<file path="src/rtl/gpio_apb.sv">
// APB GPIO: per-pin direction, output data with atomic set/clear, synchronised inputs, edge interrupts.
// One APB wait state (PREADY registered, pulses one cycle after the access edge); no other stalls.
module gpio_apb #(
    parameter int WIDTH       = 8,
    parameter int SYNC_STAGES = 2
) (
    input  logic             PCLK,
    input  logic             PRESETn,
    input  logic [4:0]       PADDR,
    input  logic             PWRITE,
    input  logic             PENABLE,
    input  logic [31:0]      PWDATA,
    input  logic             PSEL,
    output logic [31:0]      PRDATA,
    output logic             PREADY,
    input  logic [WIDTH-1:0] gpio_i,
    output logic [WIDTH-1:0] gpio_o,
    output logic [WIDTH-1:0] gpio_oe,
    output logic             irq
);

    localparam logic [2:0] A_DIR  = 3'd0;
    localparam logic [2:0] A_ODR  = 3'd1;
    localparam logic [2:0] A_IDR  = 3'd2;
    localparam logic [2:0] A_BSR  = 3'd3;
    localparam logic [2:0] A_IER  = 3'd4;
    localparam logic [2:0] A_EDGE = 3'd5;
    localparam logic [2:0] A_ISR  = 3'd6;

    logic [WIDTH-1:0] dir_q, dir_d;
    logic [WIDTH-1:0] odr_q, odr_d;
    logic [WIDTH-1:0] ier_q, ier_d;
    logic [WIDTH-1:0] edge_q, edge_d;
    logic [WIDTH-1:0] isr_q, isr_d;
    logic [WIDTH-1:0] prev_q, prev_d;
    logic [SYNC_STAGES-1:0][WIDTH-1:0] sync_q, sync_d;
    logic [31:0]      prdata_q, prdata_d;
    logic             pready_q, pready_d;

    logic             access, wr_en, rd_en;
    logic [2:0]       addr;
    logic [WIDTH-1:0] sync, det, bsr_set, bsr_clr, w1c;
    logic [31:0]      rdata;
    logic             unused_bits;

    assign unused_bits = ^{PADDR[1:0], PWDATA};

    function automatic logic [31:0] zext(input logic [WIDTH-1:0] v);
        zext = 32'(v);
    endfunction

    always_comb begin
        addr    = PADDR[4:2];
        // Gating with PREADY keeps a held access phase from writing twice.
        access  = PSEL & PENABLE & ~pready_q;
        wr_en   = access & PWRITE;
        rd_en   = access & ~PWRITE;

        sync_d  = {sync_q[SYNC_STAGES-2:0], gpio_i};
        sync    = sync_q[SYNC_STAGES-1];
        prev_d  = sync;
        det     = (edge_q & ~sync & prev_q) | (~edge_q & sync & ~prev_q);

        bsr_set = PWDATA[WIDTH-1:0];
        bsr_clr = PWDATA[16 +: WIDTH];
        w1c     = '0;

        dir_d   = dir_q;
        odr_d   = odr_q;
        ier_d   = ier_q;
        edge_d  = edge_q;

        if (wr_en) begin
            case (addr)
                A_DIR:   dir_d  = PWDATA[WIDTH-1:0];
                A_ODR:   odr_d  = PWDATA[WIDTH-1:0];
                A_BSR:   odr_d  = (odr_q & ~bsr_clr) | bsr_set;
                A_IER:   ier_d  = PWDATA[WIDTH-1:0];
                A_EDGE:  edge_d = PWDATA[WIDTH-1:0];
                A_ISR:   w1c    = PWDATA[WIDTH-1:0];
                default: ;
            endcase
        end

        // A fresh edge beats a simultaneous clear of the same bit.
        isr_d = (isr_q & ~w1c) | (ier_q & det);

        case (addr)
            A_DIR:   rdata = zext(dir_q);
            A_ODR:   rdata = zext(odr_q);
            A_IDR:   rdata = zext(sync);
            A_IER:   rdata = zext(ier_q);
            A_EDGE:  rdata = zext(edge_q);
            A_ISR:   rdata = zext(isr_q);
            default: rdata = '0;
        endcase

        prdata_d = rd_en ? rdata : prdata_q;
        pready_d = access;
    end

    always_ff @(posedge PCLK or negedge PRESETn) begin
        if (!PRESETn) begin
            dir_q    <= '0;
            odr_q    <= '0;
            ier_q    <= '0;
            edge_q   <= '0;
            isr_q    <= '0;
            prev_q   <= '0;
            sync_q   <= '0;
            prdata_q <= '0;
            pready_q <= 1'b0;
        end else begin
            dir_q    <= dir_d;
            odr_q    <= odr_d;
            ier_q    <= ier_d;
            edge_q   <= edge_d;
            isr_q    <= isr_d;
            prev_q   <= prev_d;
            sync_q   <= sync_d;
            prdata_q <= prdata_d;
            pready_q <= pready_d;
        end
    end

    assign gpio_oe = dir_q;
    assign gpio_o  = odr_q;
    assign irq     = |(isr_q & ier_q);
    assign PRDATA  = prdata_q;
    assign PREADY  = pready_q;

endmodule

</file>
<file path="config.mk">
export PLATFORM = sky130hd
export DESIGN_NAME = gpio_apb
export DESIGN_NICKNAME = d
export VERILOG_FILES = /design/src/rtl/gpio_apb.sv
export SDC_FILE = /design/constraint.sdc
export NUM_CORES = 1
export LEC_CHECK = 0
export ABC_AREA = 1
export ABC_CLOCK_PERIOD_IN_PS = 1400
export CAP_MARGIN = 20
export CORE_AREA = 5 5 101 103
export DETAILED_ROUTE_END_ITERATION = 10
export DIE_AREA = 0 0 106 108
export GPL_TIMING_DRIVEN = 1
export PLACE_DENSITY = 0.72
export SETUP_SLACK_MARGIN = 0.2
export SYNTH_ARGS = -nofsm -noshare
export SYNTH_HDL_FRONTEND = slang
export SYNTH_SLANG_ARGS = --single-unit
</file>
<file path="constraint.sdc">
create_clock -name PCLK -period 1.4 [get_ports PCLK]
set_clock_uncertainty 0.1 [all_clocks]
set_input_delay 0.21 -clock PCLK [delete_from_list [all_inputs] [get_ports PCLK]]
set_output_delay 0.21 -clock PCLK [all_outputs]
set_load 0.005 [all_outputs]
</file>
==> impl_results.md, run 1 <==
- Status: complete, but fails checks
- Placed Area: 4560 µm²
- Pint: 4410 µW
- Vias in the first global route: 3489
- Switching Power: 1820 µW
- Vias: 3453
- Warnings from Yosys: 0
- Root buffer cell: clkbuf_8
- Required @ worst endpoint: 1090 ps
- VDD IR-drop max: 0.597 mV
- Largest net degree at the start of global routing: 74
- Placeable Area: 9110 µm²
- Per-cell routed wire length: 16.1 µm
- Setup crit end kind: primary output
- Initial DRC count: 261
- Aggregate global routing overflow: 0
- Power Dens Cells: 1160 nW/µm²
- Detailed Route WL: 11.0 mm
- CTS tree: built
- Num CTS Buffers: 9
- Flop pwr share: 41.7%
- Die area: 11400 µm²
- # fillers: 794
- First-pass GRT wire length: 17.7 mm
- Synthesized instance count: 418
- Hold Path Sink: sync_d[11]
- Final Slew Violations: 0
- # nets final: 617
- Initial Utilization: 39.4%
- Detail Route Antenna Nets: 0
- Hold_sp: gpio_i[3]
- Rows: 35
- Fraction of layout cells with a size suffix above 1: 39.0%
- Sequential fraction of the synthesis area: 50.9%
- Reg2reg end: isr_q[2]
- Worst EP arrival: 1320 ps
- FF+latch count, synth: 73
- CTS Sinks: 73
- DR vias/cell: 5.06
- Endpoints failing setup: 42
- Setup WS post-layout: -225 ps
- CTS HTree Levels: 3
- Hold depth: 1
- Clk network pwr share: 32.8%
- Multi-input gate area: 1630 µm²
- DP HPWL: 7.46 mm
- Height of the die: 108 µm
- R2r startpoint: PREADY
- Leak: 0.00268 µW
- Critical path class: reg2out
- Failing checks: setup timing
- Crit-path max FO: 2
- Initial antenna violation count: 0
- Num ports: 100
- Max-Cap Viols: 0
- Combinational share of power: 25.5%
- Clock slew at reported path FFs: 90 ps
- Most frequent cells in the layout: dfrtp_1, nand2_1, buf_4, inv_1, nand2_2
- Area Overhead vs Synth: 49.2%
- Reg2Reg Setup Slack: -110 ps
- Clock latency on the worst-skew pair: 360 ps
- Post-synthesis cell type count: 27
- Final hold slack: 184 ps
- R2R depth: 8
- Antenna cells: 0
- Hold crit path type: in2reg
- Switching share of power: 29.2%
- RSZ-0062 raised after global routing: true
- Average size of a mapped cell: 8.58 µm²
- Ys flop type: dfrtp_1
- Maximum clock insertion buffer count: 2
- Fin. Hold Viols: 0
- RD Place Congestion: 0.922
- I/O Buffers: 57
- FF/Latch Area: 1830 µm²
- Remaining DRCs: 0
- Ys async rst share: 100%
- Crit share post-route: 116%
- Fin area: 5350 µm²
- Die W: 106 µm
- FMAX: 615 MHz
- Min Tclk post-route: 1630 ps
- Tot GR Track Use: 19.8%
- Pre-CTS setup slack: -535 ps
- DR pass1 iterations: 5
- Startpoint types: register
- Synthesized cell area: 3590 µm²
- EDFF count, synth: 0
registers in the layout (all words and copies together) (netlist names):
| name | count |
|---|---|
| prev_q | 8 |
| PREADY | 1 |
| gpio_oe | 8 |
| edge_q | 8 |
| ier_q | 8 |
| isr_q | 8 |
| sync_d | 8 |
| PRDATA | 8 |
| prev_d | 8 |
| gpio_o | 8 |
final cells by class:
class,instances,area share [%]
multi-input combinational,286,30.5
timing repair buffer,153,24.9
inverter,44,3.32
clock buffer,10,2.38
sequential,73,34.2
tap,111,2.59
clock inverter,6,2.15
how the worst max path moves through the flow:
| stage | from | end | slack (ps) |
|---|---|---|---|
| after floorplan | PREADY | gpio_o[0] | 20 |
| after global placement | PADDR[2] | gpio_o[2] | -540 |
| after detailed placement | PADDR[2] | gpio_o[1] | -540 |
| after CTS | isr_q[3] | irq | -270 |
| after global routing | isr_q[4] | irq | -260 |
| final | isr_q[3] | irq | -230 |
synthesized netlist by cell type (2+ instances only):
cell      count  area (µm²)
a31oi_1       8        50.1
nand2_1     107         402
buf_4        26         195
dfrtp_1      73        1830
buf_2         4        20.0
a22o_1        2        17.5
o21ai_2       4        35.0
o21ai_1      10        50.1
o21a_1        2        15.0
inv_1        42         158
nand3_1      34         170
buf_6         8        90.1
a21boi_0      7        52.6
o21ai_0      41         205
nand4_1      17         106
nor3_2        2        20.0
nor2_1       19        71.3
nor2_4        3        33.8
logic make-up (layout without fill, tap and decap cells):
| family | count (synthesis) | count (layout) | synth area share, % |
|---|---|---|---|
| other | 1 | 24 | 0.105 |
| DFF | 73 | 73 | 50.9 |
| and+or+nand+nor | 185 | 186 | 23.4 |
| buffers and inverters | 83 | 213 | 13.4 |
| AOI/OAI and AO/OA | 76 | 76 | 12.2 |
power groups by stage:
stage	clock network (µW)	logic [µW]	registers [µW]
after global placement	0	1220	2650
after floorplan	0	526	2620
after detailed placement	0	1250	2650
final	2040	1580	2600
after CTS	2080	1460	2580
after global routing	2150	1730	2630
metal layers:
layer  vias up  global-route usage, %  part of all wire [%]
li1       1629                      -                     -
met3        21                   4.18                   6.3
met2       155                   33.4                    50
met4         0                   7.59                   1.7
met5         -                      0                     0
met1      1648                   25.0                    42
per-stage QoR:
step / utilization (%) / setup TNS, ps / total power, µW / cells
6_report: 58.8 / -2990 / 6220 / 683
5_1_grt: 58.8 / -6250 / 6510 / 683
2_1_floorplan: - / 0 / 3140 / 441
3_5_place_dp: 50.1 / -20550 / 3900 / 633
3_3_place_gp: 50.1 / -19770 / 3870 / 633
4_1_cts: 56.8 / -4630 / 6110 / 677
critical path, cell delays in order, from the launching register on:
cell,delay (ps)
dfrtp_1,390
a22o_1,260
nor2_2,110
nand2_1,70
buf_2,120
what timing repair did:
item | CTS | global route
pin swaps | 33 | 17
endpoints found under the setup margin | 74 | 72
gates cloned | 1 | 0
setup buffers | 26 | 6
gates resized for setup | 186 | 42
hold endpoints to repair | 73 | 0
hold buffers | 1 | 0
No activity file was read; power rests on OpenSTA's default activity.
==> inputs of run 2 (changes only) <==
==> config.mk (replaced) <==
export PLATFORM = sky130hd
export DESIGN_NAME = gpio_apb
export DESIGN_NICKNAME = d
export VERILOG_FILES = /design/src/rtl/gpio_apb.sv
export SDC_FILE = /design/constraint.sdc
export NUM_CORES = 1
export LEC_CHECK = 0
export ABC_CLOCK_PERIOD_IN_PS = 1400
export CAP_MARGIN = 20
export CORE_AREA = 5 5 98 100
export DETAILED_ROUTE_END_ITERATION = 10
export DIE_AREA = 0 0 103 105
export GPL_TIMING_DRIVEN = 1
export PLACE_DENSITY = 0.73
export SETUP_SLACK_MARGIN = 0.2
export SYNTH_ARGS = -nofsm -noshare
export SYNTH_HDL_FRONTEND = slang
export SYNTH_SLANG_ARGS = --single-unit
==> run 2 against run 1 <==
Effect of this change:
- critical path depth down 1
- the flow still finishes with violations (setup timing)
- largest cell class unchanged
- maximum frequency down 0.70%
- sequential share of layout area up 3.5 points
- via count down 21%
- global-route usage down 2.3 points
==> impl_results.md, run 2 <==
- DR vias/cell: 5.05
- Combinational share of power: 27.2%
- Detail Route Antenna Nets: 0
- Post-synthesis cell type count: 36
- Remaining DRCs: 0
- Reg2reg end: gpio_oe[4]
- Antenna cells: 0
- Largest net degree at the start of global routing: 74
- List of most frequent post-synthesis cells: dfrtp_1, nand2_1, mux2_2
- Fraction of layout cells with a size suffix above 1: 44.1%
- Final Slew Violations: 0
- Fin cells: 539
- Die W: 103 µm
- Power Total: 6520 µW
- Leak: 0.00236 µW
- Commonest non-fill, non-tap cell in the layout: dfrtp_1
- Switching share of power: 27.1%
- RD Place Congestion: 0.852
- Num ports: 100
- Clk network pwr share: 30.9%
- Synthesized cell area: 3330 µm²
- Post-synth top area cell: dfrtp_1
- Worst Setup EP: irq
- Initial DRC count: 119
- Area Overhead vs Synth: 45.2%
- Crit-path max FO: 2
- Power Dens Cells: 1350 nW/µm²
- Num CTS Buffers: 9
- I/O Buffers: 57
- Placeable Area: 8590 µm²
- RSZ-0062 raised after global routing: true
- Clock slew at reported path FFs: 80 ps
- Fin. Hold Viols: 0
- VDD IR-drop max: 0.660 mV
- Sequential fraction of the synthesis area: 54.8%
- Total negative slack: -6700 ps
- CP startpoint: ier_q[4]
- Height of the die: 105 µm
- Dpl cells: 489
- Failing checks: setup timing
- R2R depth: 5
- Setup crit end kind: primary output
- # fillers: 693
- Average size of a mapped cell: 11.7 µm²
- Die area: 10800 µm²
- Synthesized instance count: 284
- Endpoints failing setup: 49
- Aggregate global routing overflow: 0
- EDFF count, synth: 0
- CTS tree: built
- Maximum clock insertion buffer count: 2
- Tot GR Track Use: 17.5%
- First-pass GRT wire length: 14.5 mm
- Vias in the first global route: 2767
- Crit share post-route: 117%
- Status: complete, but fails checks
- Util after Layout: 56.3%
- Setup WS post-layout: -237 ps
- Max-Cap Viols: 0
- Vias: 2722
- FMAX: 611 MHz
- Worst EP arrival: 1330 ps
- Startpoint types: register
- Reg2Reg Setup Slack: -220 ps
- Warnings from Yosys: 0
- CTS Sinks: 73
- Per-cell routed wire length: 16.9 µm
- Required @ worst endpoint: 1090 ps
- Detailed Route WL: 9.12 mm
- Placed Area: 4290 µm²
- Hold crit path type: in2reg
- R2r startpoint: PREADY
- Rows: 34
- Clock latency on the worst-skew pair: 340 ps
- Root buffer cell: clkbuf_8
- DP HPWL: 6.10 mm
- Min Tclk post-route: 1640 ps
- CTS HTree Levels: 3
- Initial antenna violation count: 0
- Ys async rst share: 100%
- Initial Utilization: 38.8%
- # nets final: 476
- Fin area: 4840 µm²
- Top-count cell post-synth: dfrtp_1
- Synth area leaders: dfrtp_1, mux2_2, buf_4
- FF+latch count, synth: 73
- Critical path class: reg2out
- Pint: 4760 µW
- Ys flop type: dfrtp_1
- DR pass1 iterations: 4
- Flop pwr share: 41.9%
- Most frequent cells in the layout: dfrtp_1, buf_4, nand2_1, mux2_2, clkdlybuf4s50_1
- Yosys top cell area share: 54.8%
- Switching Power: 1760 µW
run 2: cells by family (layout without fill, tap and decap cells):
kind of cell / after synthesis / after routing / synth area share [%]
AO/OA/AOI/OAI: 65 / 65 / 12.7
AND/OR/NAND/NOR: 66 / 66 / 10.3
flip-flops: 73 / 73 / 54.8
buffers and inverters: 37 / 161 / 7.54
multiplexers: 42 / 42 / 14.5
other: 1 / 24 / 0.113
run 2: stage by stage:
step | hold slack [ps] | setup WS, ps
5_1_grt | 181 | -287
2_1_floorplan | -186 | -115
4_1_cts | 184 | -224
3_3_place_gp | 166 | -516
3_5_place_dp | 169 | -552
6_report | 198 | -237
run 2: final cells by class:
cell class,instances,area [µm²],area share (%)
Clock buffer,11,141,2.92
Clock inverter,5,103,2.12
Inverter,6,22.5,0.465
Multi-Input combinational cell,197,1460,30.2
Sequential cell,73,1830,37.7
Tap cell,108,135,2.79
Timing Repair Buffer,139,1150,23.8
run 2: power groups by stage:
stage                     combinational [µW]  sequential, µW  clock, µW
after floorplan                          656            2750          0
after global placement                  1510            2770          0
after detailed placement                1560            2780          0
after CTS                               1710            2730       2040
after global routing                    1930            2770       2140
final                                   1770            2730       2020
run 2: critical path, cell delays in order (launching register included):
cell and delay (ps):
dfrtp_1 400, a22oi_2 250, nand4_1 170, buf_2 170
run 2: timing repair:
item,4_1_cts,5_1_grt
pin swaps,6,4
gates resized for setup,148,15
buffers inserted,27,5
endpoints found under the setup margin,74,66
cloned,1,0
endpoints found under the hold margin,73,0
hold buffers,1,0
run 2: worst min path at each step:
stage               slack (ps)       from  depth (start not counted)          to
floorplan                 -190    PRESETn                          0   PRDATA[0]
global placement           170    PRESETn                          2  sync_d[13]
detailed placement         170    PRESETn                          2  sync_d[13]
CTS                        180  gpio_i[3]                          1  sync_d[11]
global route               180  gpio_i[4]                          1  sync_d[12]
finish                     200  gpio_i[3]                          1  sync_d[11]
run 2: metal layers:
layer | global-route usage [%] | part of all wire, %
met3 | 4.46 | 6.2
met1 | 22.6 | 42
met2 | 28.2 | 51
met5 | 0 | 0
met4 | 6.01 | 1.6
